--- src/rtl/branch_seq_pkg.sv ---
// Shared definitions for the conditional-branch sequencer: state encoding, opcodes
// and the state-to-strobe decode used by branch_seq.
package branch_seq_pkg;

  typedef enum logic [2:0] {
    S_IDLE = 3'd0,
    S_CON  = 3'd1,
    S_PC   = 3'd2,
    S_ADD  = 3'd3,
    S_LD   = 3'd4,
    S_DONE = 3'd5
  } state_t;

  localparam logic [4:0] BR_OPCODE = 5'b10010;
  localparam logic [4:0] OP_NOP    = 5'b00000;
  localparam logic [4:0] OP_ADD    = 5'b00011;

  typedef struct packed {
    logic       Gra;
    logic       Rout;
    logic       CONin;
    logic       PCout;
    logic       Yin;
    logic       Cout;
    logic [4:0] alu_op;
    logic       Zin;
    logic       Zlowout;
    logic       PCin;
    logic       busy;
    logic       done;
  } strobes_t;

  // PC is only reloaded in S_LD when the latched condition says the branch is taken.
  function automatic strobes_t decode_strobes(state_t s, logic tk);
    strobes_t o;
    o        = '0;
    o.alu_op = OP_NOP;
    o.busy   = (s != S_IDLE);
    case (s)
      S_CON: begin
        o.Gra   = 1'b1;
        o.Rout  = 1'b1;
        o.CONin = 1'b1;
      end
      S_PC: begin
        o.PCout = 1'b1;
        o.Yin   = 1'b1;
      end
      S_ADD: begin
        o.Cout   = 1'b1;
        o.Zin    = 1'b1;
        o.alu_op = OP_ADD;
      end
      S_LD: begin
        o.Zlowout = 1'b1;
        o.PCin    = tk;
      end
      S_DONE: o.done = 1'b1;
      default: ;
    endcase
    return o;
  endfunction

endpackage

--- src/rtl/branch_seq_if.sv ---
// Handshake and datapath-strobe bundle between main control, branch_seq and the datapath.
interface branch_seq_if;
  logic        start;
  logic [31:0] IR;
  logic        con_in;
  logic        Gra;
  logic        Rout;
  logic        CONin;
  logic        PCout;
  logic        Yin;
  logic        Cout;
  logic [4:0]  alu_op;
  logic        Zin;
  logic        Zlowout;
  logic        PCin;
  logic        busy;
  logic        done;
  logic        taken;
  logic        illegal;

  modport master (
    output start, IR, con_in,
    input  Gra, Rout, CONin, PCout, Yin, Cout, alu_op, Zin, Zlowout, PCin,
           busy, done, taken, illegal
  );

  modport slave (
    input  start, IR, con_in,
    output Gra, Rout, CONin, PCout, Yin, Cout, alu_op, Zin, Zlowout, PCin,
           busy, done, taken, illegal
  );
endinterface

--- src/rtl/branch_seq.sv ---
// Execute-phase sequencer for brzr/brnz/brpl/brmi. Define BRANCH_SKIP_EN to let a
// not-taken branch jump from S_PC straight to S_DONE (3-cycle latency instead of 5).
module branch_seq
  import branch_seq_pkg::*;
(
  input  logic        clk,
  input  logic        reset,
  branch_seq_if.slave bus
);

  state_t   state;
  state_t   nxt;
  logic     taken_q;
  logic     taken_nxt;
  logic     illegal_q;
  logic     illegal_nxt;
  strobes_t strb;

  // Only the opcode field matters here; the rest of IR feeds the datapath directly.
  logic unused_ir;
  assign unused_ir = ^bus.IR[26:0];

  always_comb begin
    nxt         = state;
    taken_nxt   = taken_q;
    illegal_nxt = 1'b0;
    case (state)
      S_IDLE: begin
        if (bus.start) begin
          if (bus.IR[31:27] == BR_OPCODE) begin
            nxt       = S_CON;
            taken_nxt = 1'b0;
          end else begin
            illegal_nxt = 1'b1;
          end
        end
      end
      S_CON: nxt = S_PC;
      S_PC: begin
        // CON was enabled a full cycle earlier, so con_in is settled here.
        taken_nxt = bus.con_in;
`ifdef BRANCH_SKIP_EN
        nxt = bus.con_in ? S_ADD : S_DONE;
`else
        nxt = S_ADD;
`endif
      end
      S_ADD:   nxt = S_LD;
      S_LD:    nxt = S_DONE;
      S_DONE:  nxt = S_IDLE;
      default: nxt = S_IDLE;
    endcase
  end

  // Outputs are registered from the next state, so they line up with the state they decode.
  always_ff @(posedge clk) begin
    if (reset) begin
      state     <= S_IDLE;
      taken_q   <= 1'b0;
      illegal_q <= 1'b0;
      strb      <= '0;
    end else begin
      state     <= nxt;
      taken_q   <= taken_nxt;
      illegal_q <= illegal_nxt;
      strb      <= decode_strobes(nxt, taken_nxt);
    end
  end

  assign bus.Gra     = strb.Gra;
  assign bus.Rout    = strb.Rout;
  assign bus.CONin   = strb.CONin;
  assign bus.PCout   = strb.PCout;
  assign bus.Yin     = strb.Yin;
  assign bus.Cout    = strb.Cout;
  assign bus.alu_op  = strb.alu_op;
  assign bus.Zin     = strb.Zin;
  assign bus.Zlowout = strb.Zlowout;
  assign bus.PCin    = strb.PCin;
  assign bus.busy    = strb.busy;
  assign bus.done    = strb.done;
  assign bus.taken   = taken_q;
  assign bus.illegal = illegal_q;

endmodule
--- src/flat_wrapper.sv ---
// flat-port wrapper written by rule: the top's interface ports become plain ports
module branch_seq_flat import branch_seq_pkg::*;
  (clk, reset, bus_start, bus_IR, bus_con_in, bus_Gra, bus_Rout, bus_CONin, bus_PCout, bus_Yin, bus_Cout, bus_alu_op, bus_Zin, bus_Zlowout, bus_PCin, bus_busy, bus_done, bus_taken, bus_illegal);
  branch_seq_if bus_i ();
  input  logic clk;
  input  logic reset;
  input wire logic [$bits(bus_i.start)-1:0] bus_start;
  input wire logic [$bits(bus_i.IR)-1:0] bus_IR;
  input wire logic [$bits(bus_i.con_in)-1:0] bus_con_in;
  output wire logic [$bits(bus_i.Gra)-1:0] bus_Gra;
  output wire logic [$bits(bus_i.Rout)-1:0] bus_Rout;
  output wire logic [$bits(bus_i.CONin)-1:0] bus_CONin;
  output wire logic [$bits(bus_i.PCout)-1:0] bus_PCout;
  output wire logic [$bits(bus_i.Yin)-1:0] bus_Yin;
  output wire logic [$bits(bus_i.Cout)-1:0] bus_Cout;
  output wire logic [$bits(bus_i.alu_op)-1:0] bus_alu_op;
  output wire logic [$bits(bus_i.Zin)-1:0] bus_Zin;
  output wire logic [$bits(bus_i.Zlowout)-1:0] bus_Zlowout;
  output wire logic [$bits(bus_i.PCin)-1:0] bus_PCin;
  output wire logic [$bits(bus_i.busy)-1:0] bus_busy;
  output wire logic [$bits(bus_i.done)-1:0] bus_done;
  output wire logic [$bits(bus_i.taken)-1:0] bus_taken;
  output wire logic [$bits(bus_i.illegal)-1:0] bus_illegal;
  assign bus_i.start = bus_start;
  assign bus_i.IR = bus_IR;
  assign bus_i.con_in = bus_con_in;
  assign bus_Gra = bus_i.Gra;
  assign bus_Rout = bus_i.Rout;
  assign bus_CONin = bus_i.CONin;
  assign bus_PCout = bus_i.PCout;
  assign bus_Yin = bus_i.Yin;
  assign bus_Cout = bus_i.Cout;
  assign bus_alu_op = bus_i.alu_op;
  assign bus_Zin = bus_i.Zin;
  assign bus_Zlowout = bus_i.Zlowout;
  assign bus_PCin = bus_i.PCin;
  assign bus_busy = bus_i.busy;
  assign bus_done = bus_i.done;
  assign bus_taken = bus_i.taken;
  assign bus_illegal = bus_i.illegal;
  branch_seq u_core (.clk(clk), .reset(reset), .bus(bus_i));
endmodule
--- config.mk ---
export PLATFORM = sky130hd
export DESIGN_NAME = branch_seq_flat
export DESIGN_NICKNAME = d
export VERILOG_FILES = /design/src/rtl/branch_seq_pkg.sv /design/src/rtl/branch_seq_if.sv /design/src/rtl/branch_seq.sv /design/src/flat_wrapper.sv
export SDC_FILE = /design/constraint.sdc
export NUM_CORES = 1
export LEC_CHECK = 0
export ABC_CLOCK_PERIOD_IN_PS = 1600
export CAP_MARGIN = 20
export CORE_AREA = 8 8 45 47
export CTS_CLUSTER_DIAMETER = 200
export DETAILED_ROUTE_END_ITERATION = 8
export DIE_AREA = 0 0 53 55
export DONT_BUFFER_PORTS = 1
export SYNTH_ARGS = -nofsm -noshare
export SYNTH_HDL_FRONTEND = slang
export SYNTH_SLANG_ARGS = --single-unit
--- constraint.sdc ---
create_clock -name clk -period 1.6 [get_ports clk]
set_clock_uncertainty 0.2 [all_clocks]
set_input_delay 0.32 -clock clk [delete_from_list [all_inputs] [get_ports clk]]
set_output_delay 0.32 -clock clk [all_outputs]
set_load 0.05 [all_outputs]
### Word-level counts from Yosys, hierarchy flattened

Cells that the tools add are included.

* word-level logic and storage cells: 44
* output and inout bits: 18
* register bits: 21

* equality and inequality tests: 10
* mux-type cells: 12
* reductions and logical operators: 4
* bitwise logic cells: 3

Operator list (number)
* $pmux W3 S5: 1
* $eq A3 B2 Y1 const B: 4
* $eq A3 B3 Y1 const B: 3
* $mux W3: 3
* $mux W7: 1
* $eq A3 B1 Y1 const B: 2
* $eq A5 B5 Y1 const B: 1
* $mux W1: 4
* $mux W2: 2
* $logic_not A3 Y1: 1
* $not A1 Y1: 3
* $reduce_bool A3 Y1: 1
* $reduce_or A3 Y1: 1
* $pmux W1 S2: 1
* $reduce_or A2 Y1: 1

### Logic depth before layout (Yosys ltp)

* depth after elaboration: 7
* depth in mapped cells: 4
* gate-level depth less buffers: 3

### Worst setup path after synthesis

OpenSTA, ideal clock, no wires.

* path kind: register to register
* from: register u_core.state[0]
* to: register u_core.illegal_q (netlist: u_core.bus.illegal)
* arrival: 1211 ps
* slack: 123 ps
* path buffers: 1
* clock period less this slack: 1477 ps
* cell stages (with the launch flop): 5
* path through: dfxtp_1 -> buf_6 -> or2_4 -> or4b_4 -> a21oi_2

* longest elaborated chain between the ends: 3

RTL lines
* start, declared: RTL line branch_seq.sv:11 `state_t state;`
* start signal, assigned: RTL line branch_seq.sv:63 `state <= nxt;`
* $logic_not A3 Y1: RTL line branch_seq.sv:27 `case (state)`
* $not A1 Y1 (no source line)
* $reduce_or A3 Y1 (no source line)
* end signal, assigned: RTL line branch_seq.sv:65 `illegal_q <= illegal_nxt;`
* end, declared: RTL line branch_seq.sv:15 `logic illegal_q;`

Every way passes these cells.
A chain may end at the register's enable or synchronous reset.

### Final worst setup path

* from: input port reset
* to: register u_core.illegal_q (netlist: u_core.bus.illegal)

* longest elaborated chain between the ends: 1

RTL lines
* start, declared: RTL line flat_wrapper.sv:6 `input logic reset;`
* $reduce_or A3 Y1 (no source line)

Every way passes these cells.

==> results.toml <==
[outcome]
status = "completed"

[die]
die_w_um = 53
dieArea_um2 = 2920
num_rows = 14
start_util_pct = 38.5
io_pins = 54
core_um2 = 1380
die_h_um = 55

[finish]
nets = 94
area_delta_synth_final_pct = 13.4
seq_area_um2 = 241
fin_cells = 73
multi_input_area_um2 = 206
drive_gt1_share_pct = 28.1
n_fill_cell = 135
antenna_cells = 0

[synth]
synthDistinctLibCells = 24
mappedNetlistArea_um2 = 533
synth_area_per_cell_um2 = 9.69
syn_inst = 55
yosys_register_bits = 12
ys_seq_area_share_pct = 45.1
yosysWarningCount = 0

[placed_design]
dp_hpwl_um = 694
gp_congestion = 0.732
place_inst = 66
portBuffers = 0

[routing]
first_pass_iters = 4
final_antenna_net_count = 0
routed_via_density = 4.92
wl_per_cell_um = 13.5
drcViolationCount = 0
num_vias = 359
first_iter_violations = 3
wl_um = 987

[global_route]
grt_pass1_wl_um = 1510
grt_max_degree = 14
grt_util_all_layers_pct = 7.39
antenna_found_initial = 0
grt_overflow = 0
grt_pass1_vias = 342

[min_path]
hp-start = "reset"
worstHoldPathCells = 3
hp-class = "in2reg"

[power]
ir_drop_v = 0.000452
powerDensity_nw_per_um2 = 1000
p_leak_nw = 0.242

[worst_setup_path]
critPathKind = "in2reg"
crit_start = "reset"
r2r-start = "u_core.state[1]"
r2r_cells = 3
end_kind = "register"
critical_path.max_fanout = 5
required_ns = 1.61
r2r-end = "u_core.bus.illegal"
worst-r2r-setup-slack_ns = 0.18
endpoint = "u_core.bus.illegal"
critPathLaunchType = "input pin"
arrival_ns = 1.48

[sta]
max_freq_mhz = 681
final.min_clock_period_ns = 1.47
setup_tns_ns = 0
slew_violations = 0
rsz0062_at_grt = "no"
hold_viol = 0
setup_viol = 0
timing.final.crit_share_pct = 91.8

[clocking]
cts_root_buffer = "clkbuf_4"
cts_buffers = 3
clk_pin_slew_worst_paths_ns = 0.08
clockBufferDepth = 2
cts_tree = "built"
cts-htree-levels = 1
cts_sinks = 12
post_cts_buffers = 0
clk_latency_ns = 0.27

[run]
max_cap_viol_count = 0
## placed cells by master (no fill, tap or decap)
cell type	netlist	final
buf_12	0	2
o22ai_1	1	1
nor4b_2	1	1
nand3b_1	1	1
buf_4	10	4
o31a_1	3	3
or4b_4	1	1
or2_4	1	1
and3_2	1	1
o21ai_0	1	1
dfxtp_2	0	1
nor3b_1	1	1
a21oi_2	1	1
conb_1	1	3
xnor2_1	1	1
dfxtp_1	12	11
a211oi_1	1	1
nor3_1	1	1
and3_1	2	2
and2_1	1	1
clkbuf_4	0	3
nand2_1	4	4
nor2_1	4	4
a21oi_1	2	2
dlygate4sd3_1	0	3
clkbuf_8	0	1
nor4b_1	1	1
## what timing repair did
item	in CTS	in global routing
endpoints found under the hold margin	7	1
resized for setup	0	0
hold buffers	2	1
## worst min-delay path by stage
stage,end,slack [ns]
floorplan,u_core.bus.illegal,0.20
global placement,u_core.state[2],0.19
detailed placement,u_core.state[2],0.20
CTS,u_core.bus.PCout,0.003
global route,u_core.bus.PCout,0.004
finish,u_core.bus.PCout,0.01
## metal layers
layer / global-route usage (%) / wire [um] / share of wire, %
met1: 6.11 / 363 / 37
met2: 12.5 / 525 / 53
met3: 2.67 / 68 / 6.9
met4: 9.05 / 29 / 2.9
met5: 0 / 0 / 0
## cell families after synthesis
logic type	synth area share (%)
AOI/OAI and AO/OA	12.0
xor gates and xnor gates	1.64
buffers and inverters	17.6
DFF	45.1
other	0.704
and+or+nand+nor	23.0
## registers in the layout (all words and copies together), names as in the netlist
name	count
u_core.state	3
u_core.bus.PCin	1
u_core.bus.PCout	1
u_core.bus.Rout	1
u_core.bus.Zlowout	1
u_core.bus.alu_op	1
u_core.bus.busy	1
u_core.bus.done	1
u_core.bus.illegal	1
u_core.bus.taken	1
## worst max-delay path, cell delays in order
cell	delay, ns
dlygate4sd3_1	0.54
or4b_4	0.51
a21oi_2	0.10
## metrics by stage
stage          power [mW]  worst slack (ns)  area [um2]  hold WS, ns  utilization, %
4_1_cts             0.611             0.172         594      0.00260            42.9
6_report            0.607             0.132         604       0.0115            43.7
3_3_place_gp        0.365             0.210         538        0.192            38.9
2_1_floorplan       0.372             0.123         541        0.195               -
5_1_grt             0.632             0.117         604      0.00420            43.7
3_5_place_dp        0.366             0.191         538        0.195            38.9
## synth_stat cells, drive strengths merged
master / instances / share of area [%]
nor4b: 2 / 4.5
nor2: 4 / 2.8
and3: 3 / 3.8
o22ai: 1 / 1.2
xnor2: 1 / 1.6
a21oi: 3 / 3.5
nor3: 1 / 0.94
conb: 1 / 0.70
o21ai: 1 / 0.94
and2: 1 / 1.2
or4b: 1 / 2.6
nand3b: 1 / 1.4
or2: 1 / 1.6
clkbuf: 2 / 1.4
nand2: 4 / 2.8
a211oi: 1 / 1.4
buf: 11 / 16
dfxtp: 12 / 45
nor3b: 1 / 1.4
o31a: 3 / 4.9
## final cells by class
type                       instances  share of cell area, %
timing repair buffer               9                   16.6
sequential                        12                   40.0
tap                               16                   3.31
clock buffer                       4                   6.00
multi-input combinational         32                   34.2
## power by group
| part | switching [mW] | internal, mW | total (mW) |
|---|---|---|---|
| combinational | 0.0361 | 0.0180 | 0.0541 |
| sequential | 0.0103 | 0.303 | 0.313 |
| clock | 0.101 | 0.138 | 0.239 |
| total | 0.148 | 0.459 | 0.607 |
Power figures use the tool's default switching activity.
